[src/rtl/spi_pkg.sv]
// Shared types and constants for the SPI command sequencer: FSM encoding,
// command field widths and default timeouts.
package spi_pkg;

    localparam int RW_W    = 1;
    localparam int ADDR_W  = 7;
    localparam int WDATA_W = 8;
    localparam int CMD_W   = RW_W + ADDR_W + WDATA_W;

    localparam int DEF_FIFO_DEPTH   = 8;
    localparam int DEF_ACK_TIMEOUT  = 16;
    localparam int DEF_DONE_TIMEOUT = 64;

    typedef enum logic [2:0] {
        ST_IDLE      = 3'd0,
        ST_LOAD      = 3'd1,
        ST_ISSUE     = 3'd2,
        ST_WAIT_DONE = 3'd3,
        ST_CAPTURE   = 3'd4,
        ST_RESP      = 3'd5
    } state_t;

    typedef struct packed {
        logic               rw;
        logic [ADDR_W-1:0]  addr;
        logic [WDATA_W-1:0] wdata;
    } cmd_t;

    function automatic int max_int(input int a, input int b);
        return (a > b) ? a : b;
    endfunction

endpackage

[src/rtl/sync_fifo.sv]
// Single-clock show-ahead FIFO; the head entry is visible on dout whenever
// the FIFO is not empty. Pushes while full are dropped even if a pop occurs.
module sync_fifo #(
    parameter int WIDTH = 16,
    parameter int DEPTH = 8
) (
    input  logic             clk,
    input  logic             rst,
    input  logic             push,
    input  logic [WIDTH-1:0] din,
    input  logic             pop,
    output logic [WIDTH-1:0] dout,
    output logic             full,
    output logic             empty
);

    localparam int AW = (DEPTH > 1) ? $clog2(DEPTH) : 1;
    localparam logic [AW:0] PTR_ONE = 1;

    logic [WIDTH-1:0] mem [DEPTH];
    logic [AW:0]      wr_ptr;
    logic [AW:0]      rd_ptr;
    logic             do_push;
    logic             do_pop;

    // Extra pointer bit distinguishes full from empty when the indices match.
    assign full    = (wr_ptr[AW] != rd_ptr[AW]) && (wr_ptr[AW-1:0] == rd_ptr[AW-1:0]);
    assign empty   = (wr_ptr == rd_ptr);
    assign do_push = push && !full;
    assign do_pop  = pop && !empty;
    assign dout    = mem[rd_ptr[AW-1:0]];

    always_ff @(posedge clk) begin
        if (do_push) begin
            mem[wr_ptr[AW-1:0]] <= din;
        end
    end

    always_ff @(posedge clk or posedge rst) begin
        if (rst) begin
            wr_ptr <= '0;
            rd_ptr <= '0;
        end else begin
            if (do_push) begin
                wr_ptr <= wr_ptr + PTR_ONE;
            end
            if (do_pop) begin
                rd_ptr <= rd_ptr + PTR_ONE;
            end
        end
    end

endmodule

[src/rtl/spi_cmd_sequencer.sv]
// Queues host register commands and plays them one at a time into an SPI
// engine, with start/done timeouts and a read-response handshake.
module spi_cmd_sequencer
    import spi_pkg::*;
#(
    parameter int FIFO_DEPTH   = DEF_FIFO_DEPTH,
    parameter int ACK_TIMEOUT  = DEF_ACK_TIMEOUT,
    parameter int DONE_TIMEOUT = DEF_DONE_TIMEOUT
) (
    input  logic        FSM_Clk,
    input  logic        rst,
    input  logic        cmd_valid,
    output logic        cmd_ready,
    input  logic        cmd_rw,
    input  logic [6:0]  cmd_addr,
    input  logic [7:0]  cmd_wdata,
    output logic        rsp_valid,
    input  logic        rsp_ready,
    output logic [6:0]  rsp_addr,
    output logic [7:0]  rsp_data,
    output logic        spi_start,
    output logic [31:0] spi_mode,
    output logic [31:0] spi_slave_reg,
    output logic [31:0] spi_data_in,
    input  logic        spi_ready,
    input  logic [31:0] spi_data_out,
    output logic        busy,
    output logic        err_timeout,
    output logic [7:0]  cmd_count
);

    localparam int TMO_MAX = max_int(ACK_TIMEOUT, DONE_TIMEOUT);
    localparam int TMO_W   = $clog2(TMO_MAX + 1);
    localparam logic [TMO_W-1:0] ACK_LAST  = TMO_W'(ACK_TIMEOUT - 1);
    localparam logic [TMO_W-1:0] DONE_LAST = TMO_W'(DONE_TIMEOUT - 1);
    localparam logic [TMO_W-1:0] TMO_ONE   = 1;

    state_t           state;
    state_t           state_nx;
    logic [TMO_W-1:0] tmo_cnt;
    logic [TMO_W-1:0] tmo_cnt_nx;
    logic [CMD_W-1:0] fifo_dout;
    cmd_t             head;
    cmd_t             cur;
    logic             fifo_full;
    logic             fifo_empty;
    logic             pop;
    logic             tmo_hit;
    logic             done_cmd;
    logic             cap_rd;
    logic             unused_data_hi;

    assign unused_data_hi = ^spi_data_out[31:8];

    sync_fifo #(
        .WIDTH (CMD_W),
        .DEPTH (FIFO_DEPTH)
    ) u_cmd_fifo (
        .clk   (FSM_Clk),
        .rst   (rst),
        .push  (cmd_valid),
        .din   ({cmd_rw, cmd_addr, cmd_wdata}),
        .pop   (pop),
        .dout  (fifo_dout),
        .full  (fifo_full),
        .empty (fifo_empty)
    );

    assign head      = cmd_t'(fifo_dout);
    assign cmd_ready = !fifo_full;
    // Start is decoded from state so it can only be high while in ISSUE.
    assign spi_start = (state == ST_ISSUE);
    assign busy      = (state != ST_IDLE) || !fifo_empty;

    assign spi_mode      = {31'b0, cur.rw};
    assign spi_slave_reg = {25'b0, cur.addr};
    assign spi_data_in   = {24'b0, cur.wdata};

    always_ff @(posedge FSM_Clk or posedge rst) begin
        if (rst) begin
            state   <= ST_IDLE;
            tmo_cnt <= '0;
        end else begin
            state   <= state_nx;
            tmo_cnt <= tmo_cnt_nx;
        end
    end

    always_comb begin
        state_nx   = state;
        tmo_cnt_nx = '0;
        pop        = 1'b0;
        tmo_hit    = 1'b0;
        done_cmd   = 1'b0;
        cap_rd     = 1'b0;
        case (state)
            ST_IDLE: begin
                if (!fifo_empty && spi_ready) begin
                    pop      = 1'b1;
                    state_nx = ST_LOAD;
                end
            end
            ST_LOAD: begin
                state_nx = ST_ISSUE;
            end
            ST_ISSUE: begin
                if (!spi_ready) begin
                    state_nx = ST_WAIT_DONE;
                end else if (tmo_cnt == ACK_LAST) begin
                    tmo_hit  = 1'b1;
                    state_nx = ST_IDLE;
                end else begin
                    tmo_cnt_nx = tmo_cnt + TMO_ONE;
                end
            end
            ST_WAIT_DONE: begin
                if (spi_ready) begin
                    state_nx = ST_CAPTURE;
                end else if (tmo_cnt == DONE_LAST) begin
                    tmo_hit  = 1'b1;
                    state_nx = ST_IDLE;
                end else begin
                    tmo_cnt_nx = tmo_cnt + TMO_ONE;
                end
            end
            ST_CAPTURE: begin
                if (cur.rw) begin
                    done_cmd = 1'b1;
                    state_nx = ST_IDLE;
                end else begin
                    cap_rd   = 1'b1;
                    state_nx = ST_RESP;
                end
            end
            ST_RESP: begin
                if (rsp_ready) begin
                    done_cmd = 1'b1;
                    state_nx = ST_IDLE;
                end
            end
            default: begin
                state_nx = ST_IDLE;
            end
        endcase
    end

    // Command latched at the pop edge so the engine fields are valid in LOAD.
    always_ff @(posedge FSM_Clk or posedge rst) begin
        if (rst) begin
            cur <= '0;
        end else if (pop) begin
            cur <= head;
        end
    end

    always_ff @(posedge FSM_Clk or posedge rst) begin
        if (rst) begin
            rsp_valid <= 1'b0;
            rsp_data  <= '0;
            rsp_addr  <= '0;
        end else if (cap_rd) begin
            rsp_valid <= 1'b1;
            rsp_data  <= spi_data_out[7:0];
            rsp_addr  <= cur.addr;
        end else if ((state == ST_RESP) && rsp_ready) begin
            rsp_valid <= 1'b0;
        end
    end

    always_ff @(posedge FSM_Clk or posedge rst) begin
        if (rst) begin
            cmd_count   <= '0;
            err_timeout <= 1'b0;
        end else begin
            if (done_cmd) begin
                cmd_count <= cmd_count + 8'd1;
            end
            if (tmo_hit) begin
                err_timeout <= 1'b1;
            end
        end
    end

endmodule

[config.mk]
export PLATFORM = sky130hd
export DESIGN_NAME = spi_cmd_sequencer
export DESIGN_NICKNAME = d
export VERILOG_FILES = /design/src/rtl/spi_pkg.sv /design/src/rtl/sync_fifo.sv /design/src/rtl/spi_cmd_sequencer.sv
export SDC_FILE = /design/constraint.sdc
export NUM_CORES = 1
export LEC_CHECK = 0
export ABC_AREA = 1
export CAP_MARGIN = 10
export CORE_ASPECT_RATIO = 1.25
export CORE_MARGIN = 2
export CORE_UTILIZATION = 45
export DETAILED_ROUTE_END_ITERATION = 6
export PLACE_DENSITY = 0.73
export SETUP_SLACK_MARGIN = 0.4
export SLEW_MARGIN = 0
export SYNTH_ARGS = -nofsm -noshare
export SYNTH_HDL_FRONTEND = slang
export SYNTH_SLANG_ARGS = --single-unit
export TNS_END_PERCENT = 5
[constraint.sdc]
create_clock -name FSM_Clk -period 2.8 [get_ports FSM_Clk]
set_input_delay 0.42 -clock FSM_Clk [delete_from_list [all_inputs] [get_ports FSM_Clk]]
set_output_delay 0.42 -clock FSM_Clk [all_outputs]
set_load 0.1 [all_outputs]
==> impl_metrics.toml <==
[run_status]
status = "complete, no violations"

[detailed_routing]
first_iter_violations = 365
route.vias.total = 5418
wire_per_inst_um = 14.9
drc_errors = 0
drt-pass1-iter-count = 6
vias_per_cell = 4.85
routed_wl_mm = 16.7
detail-route-antenna-nets = 0

[sta]
fin_crit_ns = 2.18
slew_headroom_pct = 57.3
maxSlewViolCount = 0
worst_slack_ns = 0.618
fin_hold_ws_ns = 0.343
finalHoldViolCount = 0
finalCritPeriodShare_pct = 77.9
grt_setup_unrepaired = "false"
finalClockSkew_ns = 0.0182
fmaxAchievable_ghz = 0.458
setup_violations = 0
worstMarginPinSlew_ns = 0.640
finalSetupTns_ns = 0

[critical_path]
crit_buf_inv = 2
path_cells = "nor2_2 > nand2_2 > inv_1 > nand3_1 > buf_12"
worstSetupStartpointType = "register"
cp.required_ns = 2.38
crit_family = "simple AND/OR/NAND/NOR gates"
crit_path_top_delay_cell = "dfrtp_1"
worstPathArrival_ns = 1.76
crit_path_max_fanout = 12
worst_r2r_path_depth = 9
critPathKind = "reg2out"
crit_path_max_incr_delay_ns = 0.42
cp-end-kind = "output pin"
path_depth = 5

[cts]
clock-sinks = 187
tritoncts = "yes"
cts-root-buf = "clkbuf_16"
clk_path_buf_depth = 2
insertion_delay_ns = 0.43
clkTransAtPathRegs_ns = 0.07
cts_max_level = 4
cts_buffers = 17

[yosys]
yosys_warnings = 0
syn_inst = 790
netlist-cell-type-count = 34
ys_seq_area_share_pct = 62.9
netlist_area_sq_um = 8450
ys_seq_elements = 187
postSynthAreaPerCell_sq_um = 10.7

[place]
dpl.hpwl_mm = 10.6
place.gp.congestion = 0.776
io_buffers = 72
dpl_worst_slack_ns = 0.751

[final_layout]
largest_register_ffs = 128
drive_gt1_share_pct = 16.9
nNetsFinal = 928
area_growth_pct = 14.3
diodes = 0

[die]
fp.dieH_um = 157
io_pins = 177
dieArea_sq_um = 19900
start_util_pct = 45.5
core_area_sq_um = 18600
die_w_um = 127
std_cell_rows = 56

[power]
p_leak_nw = 4.03
finalPower_mw = 12.0
ir_drop_uv = 533
p_per_area_nw_per_um2 = 1240

[hold_path]
hp-class = "in2async"

[global_routing]
gr-total-overflow = 0
grt_pass1_vias = 5078
grt_use_total_pct = 16.8
antenna_found_initial = 0
grt_pass1_wl_mm = 26.0
grt_max_degree = 66

[job]
cap_violations = 0
stage by stage:
stage               instances  util, %  cell area, sq um
floorplan                 869        -              8780
global placement         1084     48.9              9080
detailed placement       1084     48.9              9080
CTS                      1116     52.0              9660
global route             1116     52.1              9670
finish                   1116     52.1              9670
tightest hold or removal path, cell delays in order:
cell	delay, ns
clkdlybuf4s50_1	0.41
inv_2	0.07
buf_12	0.27
routing by layer:
layer / vias to the layer above / GRT usage [%] / wire (um)
met5: - / 0 / 0
met4: 0 / 6.23 / 261
met3: 22 / 3.13 / 994
met2: 202 / 29.8 / 8680
met1: 2560 / 20.5 / 6740
li1: 2634 / - / -
cell usage after synthesis:
cell type / instances / share of area (%)
a21boi_0: 1 / 0.089
a21oi_1: 4 / 0.24
buf_1: 2 / 0.089
buf_2: 12 / 0.71
buf_4: 83 / 7.4
buf_6: 10 / 1.3
clkbuf_1: 6 / 0.27
conb_1: 1 / 0.044
dfrtp_1: 59 / 17
edfxtp_1: 128 / 45
ha_1: 4 / 0.59
inv_1: 29 / 1.3
inv_2: 5 / 0.22
inv_4: 1 / 0.074
mux2_1: 3 / 0.40
mux2_2: 6 / 0.80
nand2_1: 140 / 6.2
nand2_2: 7 / 0.52
nand2_4: 1 / 0.13
nand3_1: 15 / 0.89
nand3_2: 2 / 0.24
nand4_1: 2 / 0.15
nor2_1: 127 / 5.6
nor2_2: 4 / 0.30
nor2_4: 2 / 0.27
nor3_1: 9 / 0.53
nor3b_1: 1 / 0.089
o211ai_1: 1 / 0.089
o21ai_0: 49 / 2.9
o21ai_1: 51 / 3.0
o21ai_2: 12 / 1.2
o221ai_1: 1 / 0.10
xnor2_1: 3 / 0.31
xor2_1: 9 / 0.93
kinds of logic (layout without fill, tap and decap cells):
logic type / count (synthesis) / in the layout / synth area share [%]
xor gates and xnor gates: 12 / 12 / 1.24
DFF: 187 / 187 / 62.9
adders and majority gates: 4 / 4 / 0.592
other: 1 / 80 / 0.0444
AOI/OAI and AO/OA: 119 / 119 / 7.68
and+or+nand+nor: 310 / 310 / 15.0
buffers and inverters: 148 / 163 / 11.4
muxes: 9 / 9 / 1.20
power by group:
group | internal, mW | switching, mW
clock network | 1.33 | 1.06
registers | 3.58 | 0.360
logic | 1.32 | 4.36
area by class of cell:
type                    count  area [sq um]
clock buffers              17           425
clock inverters            15           161
fillers                  1565          8900
inverters                  35           134
multi-input cells         534          2510
flip-flops and latches    187          5320
well taps                 232           290
repair buffers             96           828
cell usage in the layout (no fill, tap or decap), drive strengths merged:
| cell | netlist | final |
|---|---|---|
| nor2 | 133 | 133 |
| nand3 | 17 | 17 |
| o221ai | 1 | 1 |
| conb | 1 | 80 |
| clkdlybuf4s50 | 0 | 28 |
| a21oi | 4 | 4 |
| nand2 | 148 | 148 |
| bufinv | 0 | 2 |
| clkbuf | 6 | 17 |
| edfxtp | 128 | 128 |
| a21boi | 1 | 1 |
| o21ai | 112 | 112 |
| dfrtp | 59 | 59 |
| clkinv | 0 | 4 |
| nor3 | 9 | 9 |
| buf | 107 | 68 |
| inv | 35 | 42 |
| clkinvlp | 0 | 2 |
| ha | 4 | 4 |
| xor2 | 9 | 9 |
| nand4 | 2 | 2 |
| xnor2 | 3 | 3 |
| nor3b | 1 | 1 |
| mux2 | 9 | 9 |
| o211ai | 1 | 1 |
worst paths after layout:
check                                      from                    to  slack (ns)
setup / recovery                       state[1]                  busy        0.62
hold / removal                              rst           rsp_data[0]        0.34
setup reg to reg           u_cmd_fifo.wr_ptr[0]  u_cmd_fifo.mem[5][1]        0.73
hold reg to reg                      tmo_cnt[0]            tmo_cnt[0]        0.48
max in group asynchronous                   rst  u_cmd_fifo.rd_ptr[0]        2.16
min in group FSM_Clk                 tmo_cnt[0]            tmo_cnt[0]        0.48
timing repair:
action / CTS / global route
endpoints found under the setup margin: 0 / 1
hold buffers: 0 / 0
setup buffers: 0 / 0
gates resized for setup: 0 / 1
(Power assumes the default switching activity.)
